--- config.mk ---
export PLATFORM = sky130hd
export DESIGN_NAME = vga_starfield_renderer
export DESIGN_NICKNAME = d
export VERILOG_FILES = /design/src/rtl/vga_starfield_renderer.sv
export SDC_FILE = /design/constraint.sdc
export NUM_CORES = 1
export LEC_CHECK = 0
export CORE_ASPECT_RATIO = 0.9
export CORE_MARGIN = 4
export CORE_UTILIZATION = 45
export DETAILED_ROUTE_END_ITERATION = 10
export PLACE_DENSITY = 0.72
export SYNTH_ARGS = -nofsm -noshare
export SYNTH_HDL_FRONTEND = slang
export SYNTH_SLANG_ARGS = --single-unit
--- constraint.sdc ---
create_clock -name clk -period 7.8 [get_ports clk]
set_clock_uncertainty 0.05 [all_clocks]
set_input_delay 1.17 -clock clk [delete_from_list [all_inputs] [get_ports clk]]
set_output_delay 1.17 -clock clk [all_outputs]
set_load 0.02 [all_outputs]
--- src/rtl/vga_starfield_renderer.sv ---
// vga_starfield_renderer: rebuilds pixel coordinates from the VGA sync/active stream,
// draws a vertically scrolling LFSR starfield behind the game layer and drives
// registered RGB332 with delay-matched sync.
module vga_starfield_renderer #(
    parameter int          H_ACTIVE    = 640,
    parameter int          V_ACTIVE    = 480,
    parameter logic [15:0] LFSR_SEED   = 16'hACE1,
    parameter logic [7:0]  STAR_THRESH = 8'hFC,
    parameter int          SCROLL_STEP = 1
) (
    input  logic       clk,
    input  logic       rst,
    input  logic       pix_ce,
    input  logic       hs_in,
    input  logic       vs_in,
    input  logic       active_in,
    input  logic [7:0] game_rgb_in,
    input  logic       game_opaque_in,
    output logic       hs_out,
    output logic       vs_out,
    output logic [7:0] rgb_out,
    output logic [9:0] x_out,
    output logic [9:0] y_out,
    output logic       frame_tick
);
    localparam logic [9:0]  X_MAX = 10'(H_ACTIVE - 1);
    localparam logic [9:0]  Y_END = 10'(V_ACTIVE);
    localparam logic [10:0] V_MOD = 11'(V_ACTIVE);
    localparam logic [10:0] STEP  = 11'(SCROLL_STEP);
    localparam logic [15:0] MASK  = 16'hB400;

    logic [9:0]  x, y, scroll, scroll_nxt, ly;
    logic [10:0] scroll_sum, ly_sum;
    logic [15:0] lfsr, seed_mix, seed, lfsr_cur, lfsr_nxt;
    logic        active_d, vs_d, act_rise, act_fall, vs_fall, de, star;
    logic [7:0]  star_rgb, pix;

    // Edge detection against the samples taken at the previous pixel enable
    always_comb begin
        act_rise = active_in & ~active_d;
        act_fall = ~active_in & active_d;
        vs_fall  = vs_d & ~vs_in;
    end

    // Scroll advance and per-line seed; both sums stay below 2*V_ACTIVE so one subtract wraps them
    always_comb begin
        scroll_sum = {1'b0, scroll} + STEP;
        scroll_nxt = scroll_sum >= V_MOD ? 10'(scroll_sum - V_MOD) : scroll_sum[9:0];
        ly_sum     = {1'b0, y} + {1'b0, scroll};
        ly         = ly_sum >= V_MOD ? 10'(ly_sum - V_MOD) : ly_sum[9:0];
        seed_mix   = LFSR_SEED ^ {6'b0, ly};
        seed       = seed_mix == 16'h0 ? LFSR_SEED : seed_mix;
    end

    // First pixel of a run uses the fresh seed; later pixels use the stepped register
    always_comb begin
        lfsr_cur = act_rise ? seed : lfsr;
        lfsr_nxt = lfsr_cur[0] ? (lfsr_cur >> 1) ^ MASK : lfsr_cur >> 1;
    end

    // Star decision, star colour and foreground/background merge
    always_comb begin
        de       = active_in & (y < Y_END);
        star     = lfsr_cur[7:0] >= STAR_THRESH;
        star_rgb = lfsr_cur[15:14] == 2'b00 ? 8'h49 :
                   lfsr_cur[15:14] == 2'b01 ? 8'h92 :
                   lfsr_cur[15:14] == 2'b10 ? 8'hB6 : 8'hFF;
        pix      = !de ? 8'h00 : game_opaque_in ? game_rgb_in : star ? star_rgb : 8'h00;
    end

    // Coordinate tracker, scroll offset and LFSR state, advancing only on pixel enables
    always_ff @(posedge clk) begin
        if (rst) begin
            x        <= '0;
            y        <= '0;
            scroll   <= '0;
            lfsr     <= LFSR_SEED;
            active_d <= 1'b0;
            vs_d     <= 1'b1;
        end else if (pix_ce) begin
            active_d <= active_in;
            vs_d     <= vs_in;
            x        <= !active_in ? 10'd0 : x == X_MAX ? x : x + 10'd1;
            y        <= vs_fall ? 10'd0 : act_fall && y != Y_END ? y + 10'd1 : y;
            if (vs_fall)
                scroll <= scroll_nxt;
            if (active_in)
                lfsr <= lfsr_nxt;
        end
    end

    // Registered pixel and sync outputs; frame_tick is a single-clk strobe
    always_ff @(posedge clk) begin
        if (rst) begin
            hs_out     <= 1'b1;
            vs_out     <= 1'b1;
            rgb_out    <= 8'h00;
            frame_tick <= 1'b0;
        end else begin
            frame_tick <= pix_ce & vs_fall;
            if (pix_ce) begin
                hs_out  <= hs_in;
                vs_out  <= vs_in;
                rgb_out <= pix;
            end
        end
    end

    assign x_out = x;
    assign y_out = y;
endmodule
==> results of run 1 <==
## final cells by class
| type | count | area, µm² |
|---|---|---|
| clock buffer | 10 | 127.6 |
| tap | 99 | 123.9 |
| inverter | 9 | 33.78 |
| clock inverter | 6 | 91.34 |
| fill | 710 | 3652 |
| sequential | 58 | 1161 |
| multi-input combinational | 366 | 2386 |
| timing repair buffer | 46 | 452.9 |
## path summary, 6_finish.rpt
check        startpoint          to  slack [ps]  cells past startpoint
max           active_in  rgb_out[0]        3810                      7
min            lfsr[10]    lfsr[10]         430                      2
max reg2reg    y_out[0]  rgb_out[2]        3950                     13
min reg2reg    lfsr[10]    lfsr[10]         430                      2
## per-layer routing
metal	global-route usage	vias to the layer above
li1	-	1722
met1	0.2514	1590
met2	0.3230	109
met3	0.04467	17
met4	0.06202	0
met5	0	-
## critical path, delay by kind of cell
family / cells / cell delay [ps]
AND/OR/NAND/NOR: 4 / 1900
buffers and inverters: 1 / 640
adder cells (fa/ha/maj): 1 / 340
AO/OA/AOI/OAI: 1 / 180
## per-stage QoR
stage          total power, mW  worst slack, ps
2_1_floorplan           0.3596             4475
3_3_place_gp            0.3770             3676
3_5_place_dp            0.3785             3512
4_1_cts                 0.6909             3849
5_1_grt                 0.7113             3524
6_report                0.6831             3813
## power by group through the flow
stage | logic [mW] | registers, mW | clock network (mW)
after detailed placement | 0.0603 | 0.318 | 0
final | 0.0605 | 0.312 | 0.311
after global placement | 0.0588 | 0.318 | 0
after global routing | 0.0670 | 0.313 | 0.331
after CTS | 0.0607 | 0.312 | 0.319
after floorplan | 0.0402 | 0.319 | 0
## cells in the final DEF (no fill, tap or decap), drive strengths merged, types with 6 or more instances in the layout
cell | netlist | routed
a21o | 10 | 10
mux2i | 7 | 7
nand3 | 14 | 14
a211o | 7 | 7
clkdlybuf4s50 | 0 | 44
nor3 | 18 | 18
nand2 | 42 | 42
o21ai | 23 | 23
inv | 9 | 9
nor2 | 45 | 45
or3 | 14 | 14
nor2b | 17 | 17
xnor2 | 10 | 10
xor2 | 13 | 13
a21oi | 41 | 41
clkbuf | 16 | 10
ha | 18 | 18
nand4 | 9 | 9
a31oi | 6 | 6
dfxtp | 58 | 58
## registers in the layout, summed over array words and instances, names as in the netlist
signal and cells:
vs_out 1, active_d 1, x_out 10, hs_out 1, lfsr 16, y_out 10
rgb_out 8, scroll 10, frame_tick 1
## kinds of logic (layout without fill, tap and decap cells)
family | count (synthesis) | count (layout)
compound gates | 124 | 124
xor+xnor | 23 | 23
fa+ha+maj | 19 | 19
buf+inv | 31 | 71
flops | 58 | 58
mux | 9 | 9
simple gates | 191 | 191
==> impl_results.md, run 1 <==
* Top sig layer: met4
* Vias per cell at 5.788
* Final Util at 0.5451
* IO Pins at 46
* Fin cells at 594
* Status: finished, final reports clean
* Area leader, netlist: dfxtp_1
* Cell Area, Synth at 0.003716 mm²
* Switch Pwr at 0.1726 mW
* Fmax at 0.2508 GHz
* DP Area at 0.004158 mm²
* Internal Power at 0.5105 mW
* Die height at 94.21 µm
* Routed length on met3 at 544 µm
* Maxcap violations at 0
* Sw Ratio at 0.2527
* Worst-path fanout max at 17
* Comb pwr share at 0.089
* Mux share of post-synthesis cell area at 0.02593
* Clock sinks at 58
* Setup bufs post-CTS at 0
* Port bufs at 45
* Total GRT Usage at 0.1943
* Fin crit period at 3987 ps
* Worst path cell trace: clkdlybuf4s50_1 -> nor2b_1 -> nor2_1 -> ha_1 -> or4_1 -> nor3_1 -> a21o_1
* Synth Area in Adders at 0.06599
* Site Rows at 31
* Share of cells above drive strength 1 at 0.08081
* Share of the synthesized area in the top cell type at 0.3125
* WL/cell at 15.43 µm
* Met2 WL post-DR at 4216 µm
* Synth Area in Simple Gates at 0.2633
* Clock power frac at 0.455
* DRT antenna net count at 0
* WL met1 at 4289 µm
* Library cells used by synthesis at 72
* Largest family of logic cells by synthesized area: simple AND/OR/NAND/NOR gates
* Mapped Nets at 489
* Design area at 0.004377 mm²
* CTS root buffer: clkbuf_8
* Number of diodes at 0
* Clk_lat worst skew at 340 ps
* Worst setup SP type: primary input
* Most common library cells after synthesis: dfxtp_1 (58), nor2_1 (45), nand2_1 (41)
* EDFF count, synth at 0
* VDD IR-drop max at 0.1034 mV
* Top FF cell, synth: dfxtp_1
* Crit-path max cell delay at 830 ps
* RSZ-0062 raised after global routing: false
* First-pass GRT wire length at 15660 µm
* Drt first pass iters at 5
* Async set or reset register ratio after synthesis at 0
* CP Class: in -> reg
* Placed instance count at 578
* Final weighted congestion in routability-driven placement at 0.8467
* Arrival @ worst endpoint at 4230 ps
* CTS tree: yes
* Syn-to-layout area delta at 17.78%
* Setup Viol. Count Final at 0
* Count leader, synth: dfxtp_1
* Die area at 0.009778 mm²
* Drt drc at 0
* Synth Area in Compound Gates at 0.2327
* Leakage power at 1.707 nW
* Hold Vio Cnt, Final at 0
* Slowest CP cell: nor2b_1
* Vias in the first global route at 3296
* Worst slew pin tran at 982.2 ps
* Initial Util at 0.4628
* Sequential share of the synthesized area at 0.3125
* Post-Synth XOR/XNOR Area at 0.05421
* Number of synthesized register bits at 58
* Core area at 0.008029 mm²
* Seq pwr share at 0.456
* Syn avg cell area at 8.167 µm²
* H-tree Lvls at 3
* Pwr dens at 156.1 mW/mm²
* Grt ovf at 0
* Post-DP HPWL at 6520 µm
* Worst rel slew slack at 0.3438
* DRC marker count from the first detailed-route iteration at 189
* Synth Warn # at 0
* Clock Path Buffers at 2
* Initial antenna violation count at 0
* Hold Path Class: reg -> reg
* Die X-Extent at 103.8 µm
* Clk pin slew, worst setup/hold paths at 70 ps
* Cells after Synth at 455
* Largest net degree at the start of global routing at 51
* Routed WL at 9168 µm
* Synth area leaders: dfxtp_1 (31%), ha_1 (6.1%), a21oi_1 (5.3%), nor2_1 (4.5%), nand2_1 (4.1%)
* Fin crit share at 0.5112
* Crit path capture type: flop
* Post_cts resized at 0
* Final nets at 524
* CP Data Required Time at 8040 ps
* Hold WS at 426.3 ps
* Via count at 3438
* Final TNS setup at 0 ps
* CTS Hold Bufs at 0
* Count of pins over their slew limit at 0
* Cts bufs inserted at 9
No activity file was read; power rests on OpenSTA's default activity.
==> run 2: changes to the inputs <==
Settings changed: PLACE_DENSITY 0.72 to 0.74.
Clock period 7.8 ns to 3.2 ns, I/O delays scaled along.
==> impl_results.md, run 2 (synthesized netlist as in run 1, its figures left out) <==
* Status: finished, final reports clean (unchanged)
* Clk pin slew, worst setup/hold paths at 70 ps (about the same)
* Largest Register: lfsr (unchanged)
* Worst reg2reg path depth at 12 (was 13)
* Clock Path Buffers at 2 (unchanged)
* Commonest non-fill, non-tap cell in the layout: dfxtp_1 (unchanged)
* Initial Util at 0.4628 (unchanged)
* Arrival @ worst endpoint at 3270 ps (was 4230 ps)
* Drt first pass iters at 4 (was 5)
* Maxcap violations at 0 (unchanged)
* CP Class: reg -> reg (was in -> reg)
* WL/cell at 15.64 µm (was 15.43 µm)
* Cts bufs inserted at 9 (unchanged)
* Register Area at 0.001165 mm² (was 0.001161 mm²)
* Count of pins over their slew limit at 0 (unchanged)
* Total GRT Usage at 0.2024 (was 0.1943)
* DRT antenna net count at 0 (unchanged)
* Max FFs per register at 16 (unchanged)
* R2r endpoint: scroll[5] (was rgb_out[2])
* Hold Vio Cnt, Final at 0 (unchanged)
* R2R Setup Slk at 110 ps (was 3950 ps)
* Critical Path End: scroll[5] (was rgb_out[0])
* Largest net degree at the start of global routing at 50 (was 51)
* Die height at 94.21 µm (unchanged)
* Clk_lat worst skew at 350 ps (was 340 ps)
* Multi-input combinational cell area at 0.002436 mm² (was 0.002386 mm²)
* Routed WL at 9699 µm (was 9168 µm)
* CTS tree: yes (unchanged)
* Port bufs at 45 (unchanged)
* Fin crit share at 0.9651
* Worst rel slew slack at 0.6527 (was 0.3438)
* VDD IR-drop max at 0.2893 mV (was 0.1034 mV)
* First-pass GRT wire length at 16120 µm (was 15660 µm)
* Core area at 0.008029 mm² (unchanged)
* Crit path capture type: flop (unchanged)
* Site Rows at 31 (unchanged)
* Final nets at 550 (was 524)
* Post-DP HPWL at 6950 µm (was 6520 µm)
* Leakage power at 1.845 nW (was 1.707 nW)
* Most frequent cells in the layout: dfxtp_1 (55), nor2_1 (45), clkdlybuf4s50_1 (45) (was dfxtp_1 (58), nor2_1 (45), clkdlybuf4s50_1 (44))
* Reg-to-Reg Start: scroll[0] (was y_out[0])
* CP Data Required Time at 3380 ps (was 8040 ps)
* Die area at 0.009778 mm² (unchanged)
* FILL cells at 730 (was 710)
* Worst setup SP type: flop (was primary input)
* Fmax at 0.3238 GHz
* Clock sinks at 58 (unchanged)
* Via count at 3615 (was 3438)
* CTS root buffer: clkbuf_8 (unchanged)
* Vias in the first global route at 3488 (was 3296)
* Final TNS setup at 0 ps (unchanged)
* CTS Hold Bufs at 0 (unchanged)
* Grt ovf at 0 (unchanged)
* Fin crit period at 3088 ps
* Final Util at 0.5777 (was 0.5451)
* H-tree Lvls at 3 (unchanged)
* Vias per cell at 5.831 (was 5.788)
* Initial antenna violation count at 0 (unchanged)
* Worst-path fanout max at 5 (was 17)
* IO Pins at 46 (unchanged)
* Number of diodes at 0 (unchanged)
* Worst slew pin tran at 506.4 ps (was 982.2 ps)
* Pwr dens at 368.3 mW/mm² (was 156.1 mW/mm²)
* Share of cells above drive strength 1 at 0.1516 (was 0.08081)
* Syn-to-layout area delta at 24.81% (was 17.78%)
* Hold Path Class: reg -> reg (unchanged)
* DRC marker count from the first detailed-route iteration at 257 (was 189)
* Drt drc at 0 (unchanged)
* Worst Setup SP: scroll[0] (was active_in)
* Die X-Extent at 103.8 µm (unchanged)
* Final weighted congestion in routability-driven placement at 0.8820 (was 0.8467)
* Setup Viol. Count Final at 0 (unchanged)
-- run 2: cell count changes in the layout (fill, tap and decap cells not counted), moves of 2 or more --
cell	previous run	this run
o21ai_1	2	4
o21ai_0	20	18
clkinv_4	1	3
dfxtp_2	0	3
clkinvlp_4	3	1
ha_1	18	16
dfxtp_1	58	55
buf_4	1	27
-- run 2: layer usage --
| layer | track usage | vias to the layer above | wire length (µm) |
|---|---|---|---|
| met2 | 0.3426 | 117 | 4457 |
| met3 | 0.04674 | 15 | 587 |
| met5 | 0 | - | 0 |
| met4 | 0.07530 | 0 | 146 |
| met1 | 0.2531 | 1714 | 4507 |
| li1 | - | 1769 | - |
-- run 2: per-stage QoR --
stage	instances	setup WS (ps)	hold WS [ps]	cell area, µm²	total power, mW
global route	620	-25.05	469.9	4638	1.775
detailed placement	600	30.23	424.5	4335	0.9375
finish	620	111.7	432.8	4638	1.708
global placement	600	189.7	406.1	4335	0.9338
CTS	616	12.43	442.2	4562	1.726
floorplan	455	16.73	390.6	3724	0.8766
-- run 2: where the power goes --
group          leakage, nW  total, mW  switching, mW  internal, mW
Sequential           0.473      0.758         0.0162         0.742
Combinational         1.26      0.166         0.0924        0.0735
Clock                0.110      0.784          0.340         0.445
Total                 1.84       1.71          0.448          1.26
-- run 2: worst max-delay path, stage by stage (launching register included) --
cell and delay (ps):
dfxtp_2 340, buf_4 150, ha_1 200, and4_4 200, and3b_1 170, or2_2 290
ha_1 240, a21boi_2 200, a32oi_2 190, o2111ai_2 180, nand2_2 170, mux2i_1 230
mux2_2 360
-- run 2: timing repair --
action / 4_1_cts / 5_1_grt
resized for setup: 0 / 14
setup buffers: 0 / 4
endpoints found under the setup margin: 0 / 14
-- run 2: worst min-delay path by stage --
| stage | endpoint | startpoint | slack, ps | cells after the start |
|---|---|---|---|---|
| after CTS | lfsr[10] | lfsr[10] | 440 | 2 |
| after global routing | lfsr[4] | lfsr[4] | 470 | 2 |
| after detailed placement | lfsr[10] | lfsr[10] | 420 | 2 |
| final | lfsr[10] | lfsr[10] | 430 | 2 |
| after global placement | lfsr[10] | lfsr[10] | 410 | 2 |
| after floorplan | lfsr[10] | lfsr[10] | 390 | 2 |
-- run 2: cell type report --
type                       instances  share of cell area
multi-input combinational        366              0.5252
sequential                        58              0.2511
timing repair buffer              72              0.1408
clock buffer                       9             0.02671
tap                               99             0.02671
clock inverter                     7             0.02212
inverter                           9            0.007284
==> run 3: changes to the inputs <==
Settings changed: RECOVER_POWER from default to 50.
==> impl_results.md, run 3 (synthesized netlist as in run 1, its figures left out) <==
* Status: finished, final reports clean (unchanged)
* CTS root buffer: clkbuf_8 (unchanged)
* Die height at 94.21 µm (unchanged)
* Cts bufs inserted at 9 (unchanged)
* H-tree Lvls at 3 (unchanged)
* Clock sinks at 58 (unchanged)
* Final nets at 550 (unchanged)
* Seq pwr share at 0.444 (about the same)
* CTS tree: yes (unchanged)
* Core area at 0.008029 mm² (unchanged)
* Worst slew pin tran at 697.6 ps (was 506.4 ps)
* Fmax at 0.3235 GHz (was 0.3238 GHz)
* Crit-path max cell delay at 360 ps (about the same)
* Final weighted congestion in routability-driven placement at 0.8820 (unchanged)
* IO Pins at 46 (unchanged)
* Most frequent cells in the layout: dfxtp_1 (55), nor2_1 (45), nand2_1 (41) (was dfxtp_1 (55), nor2_1 (45), clkdlybuf4s50_1 (45))
* CP Class: reg -> reg (unchanged)
* VDD IR-drop max at 0.2885 mV (was 0.2893 mV)
* Share of cells above drive strength 1 at 0.1459 (was 0.1516)
* Max FFs per register at 16 (unchanged)
* Slowest CP cell: mux2_2 (unchanged)
* Worst setup SP type: flop (unchanged)
* Largest net degree at the start of global routing at 50 (unchanged)
* Top sig layer: met4 (unchanged)
* WL/cell at 15.66 µm (was 15.64 µm)
* CP Data Required Time at 3390 ps (was 3380 ps)
* Port bufs at 45 (unchanged)
* Commonest non-fill, non-tap cell in the layout: dfxtp_1 (unchanged)
* Clock Path Buffers at 2 (unchanged)
* Drt drc at 0 (unchanged)
* Sw Ratio at 0.2645 (was 0.2623)
* Switch Pwr at 0.4518 mW (was 0.4482 mW)
* Design area at 0.004628 mm² (was 0.004638 mm²)
* Total GRT Usage at 0.2024 (unchanged)
* Die X-Extent at 103.8 µm (unchanged)
* Routed length on met3 at 546 µm (was 587 µm)
* Worst path cell trace: buf_4 -> ha_1 -> and4_4 -> and3b_1 -> or2_2 -> ha_1 -> a21boi_2 -> a32oi_2 -> o2111ai_2 -> nand2_2 -> mux2i_1 -> mux2_2 (unchanged)
* Clk pin slew, worst setup/hold paths at 70 ps (about the same)
* Hold Path Class: reg -> reg (unchanged)
* Setup Viol. Count Final at 0 (unchanged)
* Leakage power at 1.896 nW (was 1.845 nW)
* DRC marker count from the first detailed-route iteration at 260 (was 257)
* Pwr dens at 369.1 mW/mm² (was 368.3 mW/mm²)
* CTS Hold Bufs at 0 (unchanged)
* Maxcap violations at 0 (unchanged)
* Largest Register: lfsr (unchanged)
* Hold Vio Cnt, Final at 0 (unchanged)
* Met2 WL post-DR at 4441 µm (was 4457 µm)
* Comb pwr share at 0.095 (was 0.097)
* Arrival @ worst endpoint at 3280 ps (was 3270 ps)
* First-pass GRT wire length at 16120 µm (unchanged)
* DRT antenna net count at 0 (unchanged)
* Count of pins over their slew limit at 0 (unchanged)
* WL met1 at 4556 µm (was 4507 µm)
* CP most frequent cell: ha_1 (unchanged)
* Final Util at 0.5764 (was 0.5777)
* Syn-to-layout area delta at 24.55% (was 24.81%)
* Post-DP HPWL at 6950 µm (unchanged)
* Via count at 3640 (was 3615)
* Internal Power at 1.256 mW (was 1.260 mW)
* Vias in the first global route at 3488 (unchanged)
* Fin crit period at 3091 ps (was 3088 ps)
* Clk_lat worst skew at 350 ps (about the same)
* Worst rel slew slack at 0.5350 (was 0.6527)
* Drt first pass iters at 5 (was 4)
* DP Area at 0.004335 mm² (unchanged)
* Routed WL at 9710 µm (was 9699 µm)
* Initial antenna violation count at 0 (unchanged)
* FILL cells at 734 (was 730)
* Vias per cell at 5.871 (was 5.831)
* Die area at 0.009778 mm² (unchanged)
* Crit path capture type: flop (unchanged)
* Site Rows at 31 (unchanged)
* Initial Util at 0.4628 (unchanged)
* Number of diodes at 0 (unchanged)
* Fin crit share at 0.9660 (was 0.9651)
* Grt ovf at 0 (unchanged)
* Clock power frac at 0.461 (was 0.459)
* Worst-path fanout max at 5 (unchanged)
run 3: path summary, 6_finish.rpt:
path	to	slack, ps	cells after the start	start
setup / recovery	scroll[5]	110	12	scroll[0]
hold / removal	lfsr[10]	440	2	lfsr[10]
setup reg to reg	scroll[5]	110	12	scroll[0]
hold reg to reg	lfsr[10]	440	2	lfsr[10]
run 3: metal layers:
layer | vias up | global-route usage
li1 | 1773 | -
met1 | 1733 | 0.2531
met2 | 117 | 0.3426
met3 | 17 | 0.04674
met4 | 0 | 0.07530
met5 | - | 0
run 3: timing repair:
action,in CTS,in global routing
buffers inserted,0,4
setup endpoints to repair,0,14
hold endpoints to repair,0,0
gates resized for setup,0,14
run 3: worst max-delay path, delay by kind of cell (launching register included):
kind / cells / cell delay [ps]
AND/OR/NAND/NOR: 4 / 830
multiplexers: 2 / 590
AO/OA/AOI/OAI: 3 / 570
adder cells (fa/ha/maj): 2 / 450
flip-flops: 1 / 340
buffers and inverters: 1 / 150
run 3: cell type report:
type / count / area [µm²] / area share
Clock inverter: 7 / 102.6 / 0.02217
Tap cell: 99 / 123.9 / 0.02676
Multi-Input combinational cell: 366 / 2434 / 0.5258
Clock buffer: 9 / 123.9 / 0.02676
Sequential cell: 58 / 1165 / 0.2517
Timing Repair Buffer: 72 / 645.6 / 0.1395
Inverter: 9 / 33.78 / 0.007299
run 3: per-stage QoR:
step	setup TNS, ps	instances	total power [mW]	setup slack, ps	hold WS (ps)
3_3_place_gp	0	600	0.9338	189.7	406.1
2_1_floorplan	0	455	0.8766	16.73	390.6
5_1_grt	-166.3	620	1.771	-25.05	469.9
4_1_cts	0	616	1.726	12.43	442.2
6_report	0	620	1.708	109.0	435.8
3_5_place_dp	0	600	0.9375	30.23	424.5
run 3: power by group through the flow:
stage	logic [mW]	registers [mW]	clock network [mW]
2_1_floorplan	0.0980	0.779	0
3_3_place_gp	0.161	0.773	0
3_5_place_dp	0.164	0.773	0
4_1_cts	0.165	0.757	0.803
5_1_grt	0.178	0.760	0.833
6_report	0.163	0.758	0.788
